File: config.mk
export PLATFORM = sky130hd
export DESIGN_NAME = mem_stage_hs
export DESIGN_NICKNAME = d
export VERILOG_FILES = /design/src/rtl/mem_stage_hs.sv
export SDC_FILE = /design/constraint.sdc
export NUM_CORES = 1
export LEC_CHECK = 0
export BUFFER_PORTS_ARGS = -buffer_cell sky130_fd_sc_hd__buf_4
export CAP_MARGIN = 10
export CORE_ASPECT_RATIO = 1.1
export CORE_MARGIN = 5
export CORE_UTILIZATION = 39
export CTS_CLUSTER_DIAMETER = 80
export DETAILED_ROUTE_END_ITERATION = 8
export MAX_ROUTING_LAYER = met4
export PLACE_DENSITY = 0.82
export SLEW_MARGIN = 30
export SYNTH_ARGS = -nofsm -noshare
export SYNTH_HDL_FRONTEND = slang
export SYNTH_SLANG_ARGS = --single-unit
export TNS_END_PERCENT = 100
File: constraint.sdc
create_clock -name clk -period 3.18 [get_ports clk]
set_clock_uncertainty 0.1 [all_clocks]
set_input_delay 0.636 -clock clk [delete_from_list [all_inputs] [get_ports clk]]
set_output_delay 0.636 -clock clk [all_outputs]
set_load 0.02 [all_outputs]
File: src/rtl/mem_stage_hs.sv
// Memory stage between E/M and W: req/ready data-memory handshake, upstream stall, M/W register.
// Optional misaligned-access trap enabled by defining ALIGN_CHECK_EN.
module mem_stage_hs #(
    parameter int unsigned DATA_W      = 32,
    parameter int unsigned ADDR_W      = 32,
    parameter int unsigned REG_AW      = 5,
    parameter int unsigned TIMEOUT     = 64,
    parameter int unsigned STALL_CNT_W = 16
) (
    input  logic                   clk,
    input  logic                   reset,
    input  logic                   m_valid,
    input  logic                   m_mem_read,
    input  logic                   m_mem_write,
    input  logic                   m_reg_write,
    input  logic                   m_mem_to_reg,
    input  logic [DATA_W-1:0]      m_alu_out,
    input  logic [DATA_W-1:0]      m_wdata,
    input  logic [REG_AW-1:0]      m_write_reg,
    output logic                   stall_m,
    output logic                   mem_req,
    output logic                   mem_we,
    output logic [ADDR_W-1:0]      mem_addr,
    output logic [DATA_W-1:0]      mem_wdata,
    input  logic [DATA_W-1:0]      mem_rdata,
    input  logic                   mem_ready,
    output logic                   w_valid,
    output logic                   w_reg_write,
    output logic                   w_mem_to_reg,
    output logic [DATA_W-1:0]      w_read_data,
    output logic [DATA_W-1:0]      w_alu_out,
    output logic [REG_AW-1:0]      w_write_reg,
    output logic                   bus_err,
`ifdef ALIGN_CHECK_EN
    output logic                   misalign,
`endif
    output logic [STALL_CNT_W-1:0] stall_cnt
);

    localparam logic [0:0] StIdle = 1'b0;
    localparam logic [0:0] StWait = 1'b1;

    localparam int unsigned CntW = (TIMEOUT > 1) ? $clog2(TIMEOUT) : 1;
    localparam logic [CntW-1:0] CntMax = (TIMEOUT > 0) ? CntW'(TIMEOUT - 1) : '0;

    logic [0:0]             state_q, state_d;
    logic [CntW-1:0]        cnt_q, cnt_d;
    logic [STALL_CNT_W-1:0] stall_cnt_q, stall_cnt_d;

    logic acc;
    logic timed_out;
    logic abort;
    logic misal;

`ifdef ALIGN_CHECK_EN
    localparam int unsigned OffW = $clog2(DATA_W / 8);
    logic misalign_q;

    if (OffW > 0) begin : g_off
        assign misal = m_valid & (m_mem_read | m_mem_write) & (|m_alu_out[OffW-1:0]);
    end else begin : g_no_off
        assign misal = 1'b0;
    end
    assign misalign = misalign_q;
`else
    assign misal = 1'b0;
`endif

    assign acc = m_valid & (m_mem_read | m_mem_write) & ~misal;

    // cnt_q holds the number of wait cycles already spent; it is entered as 1 from IDLE.
    assign timed_out = (state_q == StWait) ? (cnt_q == CntMax) : (CntMax == '0);
    assign abort     = (TIMEOUT != 0) & acc & ~mem_ready & timed_out;
    assign stall_m   = acc & ~mem_ready & ~abort;

    assign mem_req   = acc & ~reset;
    assign mem_we    = m_mem_write;
    assign mem_addr  = m_alu_out[ADDR_W-1:0];
    assign mem_wdata = m_wdata;
    assign stall_cnt = stall_cnt_q;

    always_comb begin
        state_d     = stall_m ? StWait : StIdle;
        cnt_d       = '0;
        stall_cnt_d = stall_cnt_q;
        if (stall_m) begin
            cnt_d = (state_q == StWait) ? cnt_q + 1'b1 : CntW'(1);
            if (~&stall_cnt_q) begin
                stall_cnt_d = stall_cnt_q + 1'b1;
            end
        end
    end

    always_ff @(posedge clk or posedge reset) begin
        if (reset) begin
            state_q     <= StIdle;
            cnt_q       <= '0;
            stall_cnt_q <= '0;
        end else begin
            state_q     <= state_d;
            cnt_q       <= cnt_d;
            stall_cnt_q <= stall_cnt_d;
        end
    end

    // M/W boundary: a stall cycle becomes a bubble, payload fields hold.
    always_ff @(posedge clk or posedge reset) begin
        if (reset) begin
            w_valid      <= 1'b0;
            w_reg_write  <= 1'b0;
            w_mem_to_reg <= 1'b0;
            w_read_data  <= '0;
            w_alu_out    <= '0;
            w_write_reg  <= '0;
            bus_err      <= 1'b0;
        end else if (stall_m) begin
            w_valid     <= 1'b0;
            w_reg_write <= 1'b0;
            bus_err     <= 1'b0;
        end else begin
            w_valid      <= m_valid;
            w_reg_write  <= m_valid & m_reg_write & ~abort & ~misal;
            w_mem_to_reg <= m_mem_to_reg;
            w_alu_out    <= m_alu_out;
            w_write_reg  <= m_write_reg;
            bus_err      <= abort;
            if (acc & m_mem_read & mem_ready) begin
                w_read_data <= mem_rdata;
            end
        end
    end

`ifdef ALIGN_CHECK_EN
    always_ff @(posedge clk or posedge reset) begin
        if (reset) begin
            misalign_q <= 1'b0;
        end else begin
            misalign_q <= misal;
        end
    end
`endif

endmodule

==> results of run 1 <==
## routing by layer
metal / vias up / global-route usage [%] / wire length [um]
li1: 1503 / - / -
met1: 1535 / 18.4 / 3740
met2: 154 / 28.1 / 5630
met3: 13 / 4.95 / 1020
met4: 0 / 5.30 / 174
met5: - / - / 0
## where the power goes
group	internal [uW]	leakage, uW	switching (uW)
clock	766	0.000159	440
sequential	1370	0.00118	118
combinational	390	0.00172	449
## stage by stage
stage	utilization, %	cell area [um2]
floorplan	-	4280
global placement	50.6	5470
detailed placement	50.6	5470
CTS	53.7	5810
global route	53.9	5830
finish	53.9	5830
## cell type report
cell class | instances | area (um2)
clock inverters | 5 | 106
multi-input cells | 223 | 1330
flip-flops and latches | 96 | 2400
inverters | 2 | 11.3
fillers | 941 | 4980
clock buffers | 10 | 229
well taps | 147 | 184
repair buffers | 207 | 1570
## path summary, 6_finish.rpt
| path | start | to | slack [ns] | cells after the start |
|---|---|---|---|---|
| setup / recovery | cnt_q[0] | stall_m | 0.59 | 6 |
| hold / removal | reset | cnt_q[4] | 0.17 | 2 |
| setup reg to reg | cnt_q[0] | stall_cnt[10] | 0.81 | 8 |
| hold reg to reg | w_alu_out[7] | w_alu_out[7] | 0.37 | 2 |
| max in group asynchronous | reset | stall_cnt[9] | 2.05 | 4 |
| min in group clk | w_alu_out[7] | w_alu_out[7] | 0.37 | 2 |
## kinds of logic (layout without fill, tap and decap cells)
family / after synthesis / in the layout / share of synthesized area (%)
buffers and inverters: 78 / 224 / 12.8
AO/OA/AOI/OAI: 6 / 6 / 1.23
adder cells (fa/ha/maj): 2 / 2 / 0.585
multiplexers: 33 / 33 / 8.69
AND/OR/NAND/NOR: 165 / 165 / 17.1
flip-flops: 96 / 96 / 56.2
XOR/XNOR: 17 / 17 / 3.48
## layout by cell type (no fill, tap or decap), types with 2 or more instances in the layout
cell,synthesis,layout
xnor2_1,9,9
xor2_1,8,8
bufinv_16,0,3
nand4_1,4,4
mux2_2,32,32
nand3_1,9,9
dfrtp_1,96,96
and2_1,2,2
nor2_1,9,9
clkinvlp_4,0,2
and3_1,7,7
nand2_1,124,123
ha_1,2,2
clkbuf_16,0,9
buf_4,65,206
and4_1,3,3
==> run metrics, run 1 <==
largest net degree at the start of global routing 43; MaxCap Viol Count 0; number of gates resized after cts 0; Hold WC Path Type in -> async; Rows 40; final slew viol count 0; Ports 265; dpl ws around 0.67 ns; relative slew slack ~68%; cts bufs inserted 9; Antenna diodes 0; Critical Path Fanout Max 19; fin worst setup slack between 0.5 and 0.6 ns; layout cell share with drive strength beyond 1 between 40% and 50%; post-synth top area share 56.2%; Cell variety after synth 32; Setup Buffers After CTS 0; CTS tree yes; Syn Inst Count 397; CTS Hold Bufs 0; sequence of cells on the critical path ha_1 > and3_1 > nand4_2 > nand2_2 > inv_2 > buf_4; final setup fails 0; H-tree levels 3; Setup Total Neg Slack 0 ns; CP required roughly 2.4 ns; fin cells between 600 and 700; fin crit share between 80 and 90%; vias per cell ~4.6; Seq cells post-synth 96; RSZ-0062 raised after global routing no; routed via count 3205; synthesized cell area between 0.004 and 0.005 mm2; critical path class reg -> out; worst skew pair latency 0.33 ns; Buf+Inv Stages, Crit Path 2; most common cell in the netlist nand2_1; Post-synth ARST share between 90% and 100%; CP Capture Type primary output; DRC 0; port bufs 200; Period minus WS final about 2.6 ns; Ys Warns 0; placed cells roughly 670; Worst-path clk slew approximately 0.070 ns; die span in y between 100 and 150 um; global-route usage over all layers between 10% and 20%; fin nets between 600 and 700; Final Power 3540 uW; CP max stage delay around 0.40 ns; hold_ws about 0.17 ns; dpl hpwl roughly 8000 um; largest area contributor in the netlist dfrtp_1; pwr dens between 600 and 700 mW/mm2; first-pass GRT wire length approximately 16000 um; worst slew pin tran around 0.48 ns; Area Growth Syn to Fin 36.3%; synthesized netlist net count between 500 and 600; Post-synth EDFFs 0; status complete, no violations; Final Hold Fails 0; root buffer cell clkbuf_16; area of the die approximately 0.013 mm2; Syn Area/Cell 10.8 um2; Routed WL between 10000 and 15000 um; Iteration-0 DRC Markers between 100 and 150; routed length per instance between 15 and 20 um; CORE AREA between 0.01 and 0.015 mm2; post-route ant nets 0; top post-synthesis cells by area dfrtp_1 56%, buf_4 11%, nand2_1 11%; GP Congestion a little under 0.8; global route total overflow 0; CTS max path bufs 2; initial antenna violation count 0; sequential area share after synthesis a little under three fifths; Fmax a little under 400 MHz; VDD IR max ~0.00031 V; Critical-path top delay cell dfrtp_1; Critical Path AT approximately 1.9 ns; P_leak between 0.003 and 0.004 uW; vias in the first global route approximately 3200; top post-synthesis cells by count 124 x nand2_1, 96 x dfrtp_1, 65 x buf_4; Initial Util between 30% and 40%; CP top delay family buffers and inverters; die width roughly 110 um; Pre-antenna DRT Iters 5; Sink Count 96; startpoint types flop; Primary FF master, synth dfrtp_1
(Power assumes the default switching activity.)
==> inputs of run 2 (changes only) <==
clock period = 2.12 ns   (was 3.18 ns; I/O delays follow)
==> run 2 against run 1 <==
Net effect:
- clock-buffer cell count stayed put
- design area is 0.79% higher
- critical path depth stayed put
- critical endpoint unchanged
- largest cell class unchanged
- largest power group unchanged
==> run metrics, run 2 (synthesis gave the netlist of run 1 again) <==
status complete, no violations (unchanged); vias in the first global route 3231 (was 3244); final setup fails 0 (unchanged); Iteration-0 DRC Markers 84 (was 107); Fmax ~480 MHz; Worst-path clk slew 0.06 ns (was 0.07 ns); worst slew pin tran 0.520 ns (was 0.483 ns); MaxCap Viol Count 0 (unchanged); reg-to-reg endpoint stall_cnt[15] (was stall_cnt[10]); Internal Power 3710 uW (was 2530 uW); vias per cell 4.59 (was 4.64); Critical Path Fanout Max 5 (was 19); most frequent cells in the layout 211 x buf_4, 123 x nand2_1, 96 x dfrtp_1 (was 206 x buf_4, 123 x nand2_1, 96 x dfrtp_1); DRC 0 (unchanged); global-route usage over all layers 16.4% (was 16.5%); CP required 1.60 ns (was 2.44 ns); Comb pwr share 24.3% (was 23.7%); post-route ant nets 0 (unchanged); Routed WL 10700 um (was 10600 um); GR Util met1 18.2% (was 18.4%); Initial Util 39.6% (unchanged); H-tree levels 3 (unchanged); fin crit share between 90% and 100%; placed cells 675 (was 674); Pre-antenna DRT Iters 5 (unchanged); Reg2Reg Depth 8 (unchanged); met2 Use GR 27.8% (was 28.1%); global-route met3 utilization 3.82% (was 4.95%); largest net degree at the start of global routing 66 (was 43); Setup Total Neg Slack 0 ns (unchanged); Clock power frac 32.9% (was 34.1%); Ports 265 (unchanged); Rows 40 (unchanged); hold_ws 0.0312 ns (was 0.175 ns); switching part of the total power 28.9% (was 28.5%); Final Hold Fails 0 (unchanged); Final Power 5220 uW (was 3540 uW); Antenna diodes 0 (unchanged); initial antenna violation count 0 (unchanged); dpl hpwl 8290 um (was 8220 um); Switch Pwr 1510 uW (was 1010 uW); cts bufs inserted 9 (unchanged); routed length per instance 15.3 um (about the same); first-pass GRT wire length 16300 um (was 16500 um); flop2flop setup slack 0.26 ns (was 0.81 ns); CTS tree yes (unchanged); relative slew slack 65.2% (was 67.8%); most used routing layer met2 (unchanged); RR Startpoint cnt_q[1] (was cnt_q[0]); CP Capture Type primary output (unchanged); critical path class reg -> out (unchanged); pwr dens 889 mW/mm2 (was 607 mW/mm2); fin cells 695 (was 690); commonest non-fill, non-tap cell in the layout buf_4 (unchanged); Hold WC Path Type in -> async (unchanged); startpoint types flop (unchanged); global route total overflow 0 (unchanged); worst skew pair latency 0.33 ns (about the same); sequential share of power 42.8% (was 42.2%); CTS Hold Bufs 0 (unchanged); CORE AREA 0.0108 mm2 (unchanged); layout cell share with drive strength beyond 1 49.6% (was 48.6%); P_leak 0.00308 uW (was 0.00306 uW); GP Congestion 0.812 (was 0.784); port bufs 200 (unchanged); VDD IR max 0.000419 V (was 0.000314 V); Area Growth Syn to Fin 37.4% (was 36.3%); Period minus WS final 2.06 ns; routed via count 3189 (was 3205); die width 110 um (unchanged); CTS max path bufs 2 (unchanged); root buffer cell clkbuf_16 (unchanged); Final Util 54.4% (was 53.9%); Critical Path AT 1.54 ns (was 1.85 ns); die span in y 120 um (unchanged); fin nets 655 (was 650); area of the die 0.0132 mm2 (unchanged); Sink Count 96 (unchanged); final slew viol count 0 (unchanged); fillers 938 (was 941)
run 2: per-layer routing:
metal	share of wire (%)	vias up
met5	0	-
met4	2.4	0
met3	9.1	19
met2	52	151
met1	37	1510
li1	-	1509
run 2: stage by stage:
stage / worst slack (ns) / cell area, um2
2_1_floorplan: 0.178 / 4280
3_3_place_gp: 0.282 / 5490
3_5_place_dp: 0.214 / 5490
4_1_cts: 0.0119 / 5860
5_1_grt: -0.00192 / 5880
6_report: 0.0576 / 5880
run 2: cell type report:
class                   count  area (um2)  area share, %
inverters                   2        13.8          0.234
multi-input cells         223        1350           23.0
clock buffers              10         239           4.07
well taps                 147         184           3.13
flip-flops and latches     96        2400           40.9
clock inverters             5        81.3           1.38
repair buffers            212        1600           27.3
run 2: power by group through the flow:
stage / Clock (uW) / Combinational, uW / Sequential (uW)
5_1_grt: 1840 / 1360 / 2260
3_5_place_dp: 0 / 1280 / 2270
6_report: 1720 / 1270 / 2230
4_1_cts: 1770 / 1290 / 2230
2_1_floorplan: 0 / 481 / 2530
3_3_place_gp: 0 / 1250 / 2250
run 2: critical path, stage by stage, from the launching register on:
cell and delay (ns):
dfrtp_1 0.37, ha_2 0.18, and3_4 0.21, nand4_4 0.14
nand2_4 0.11, inv_4 0.05, buf_4 0.15
run 2: how the worst max path moves through the flow:
stage | start | endpoint | slack, ns | cells after the start
global placement | cnt_q[0] | stall_m | 0.28 | 6
global route | cnt_q[0] | stall_m | -0.002 | 6
detailed placement | cnt_q[0] | stall_m | 0.21 | 6
floorplan | cnt_q[0] | stall_m | 0.18 | 6
finish | cnt_q[0] | stall_m | 0.06 | 6
CTS | cnt_q[0] | stall_m | 0.01 | 6
run 2: timing repair:
item                                    in CTS  in global routing
resized for setup                            5                  0
setup buffers                                3                  2
pin swaps                                    2                  1
endpoints found under the setup margin       1                  1
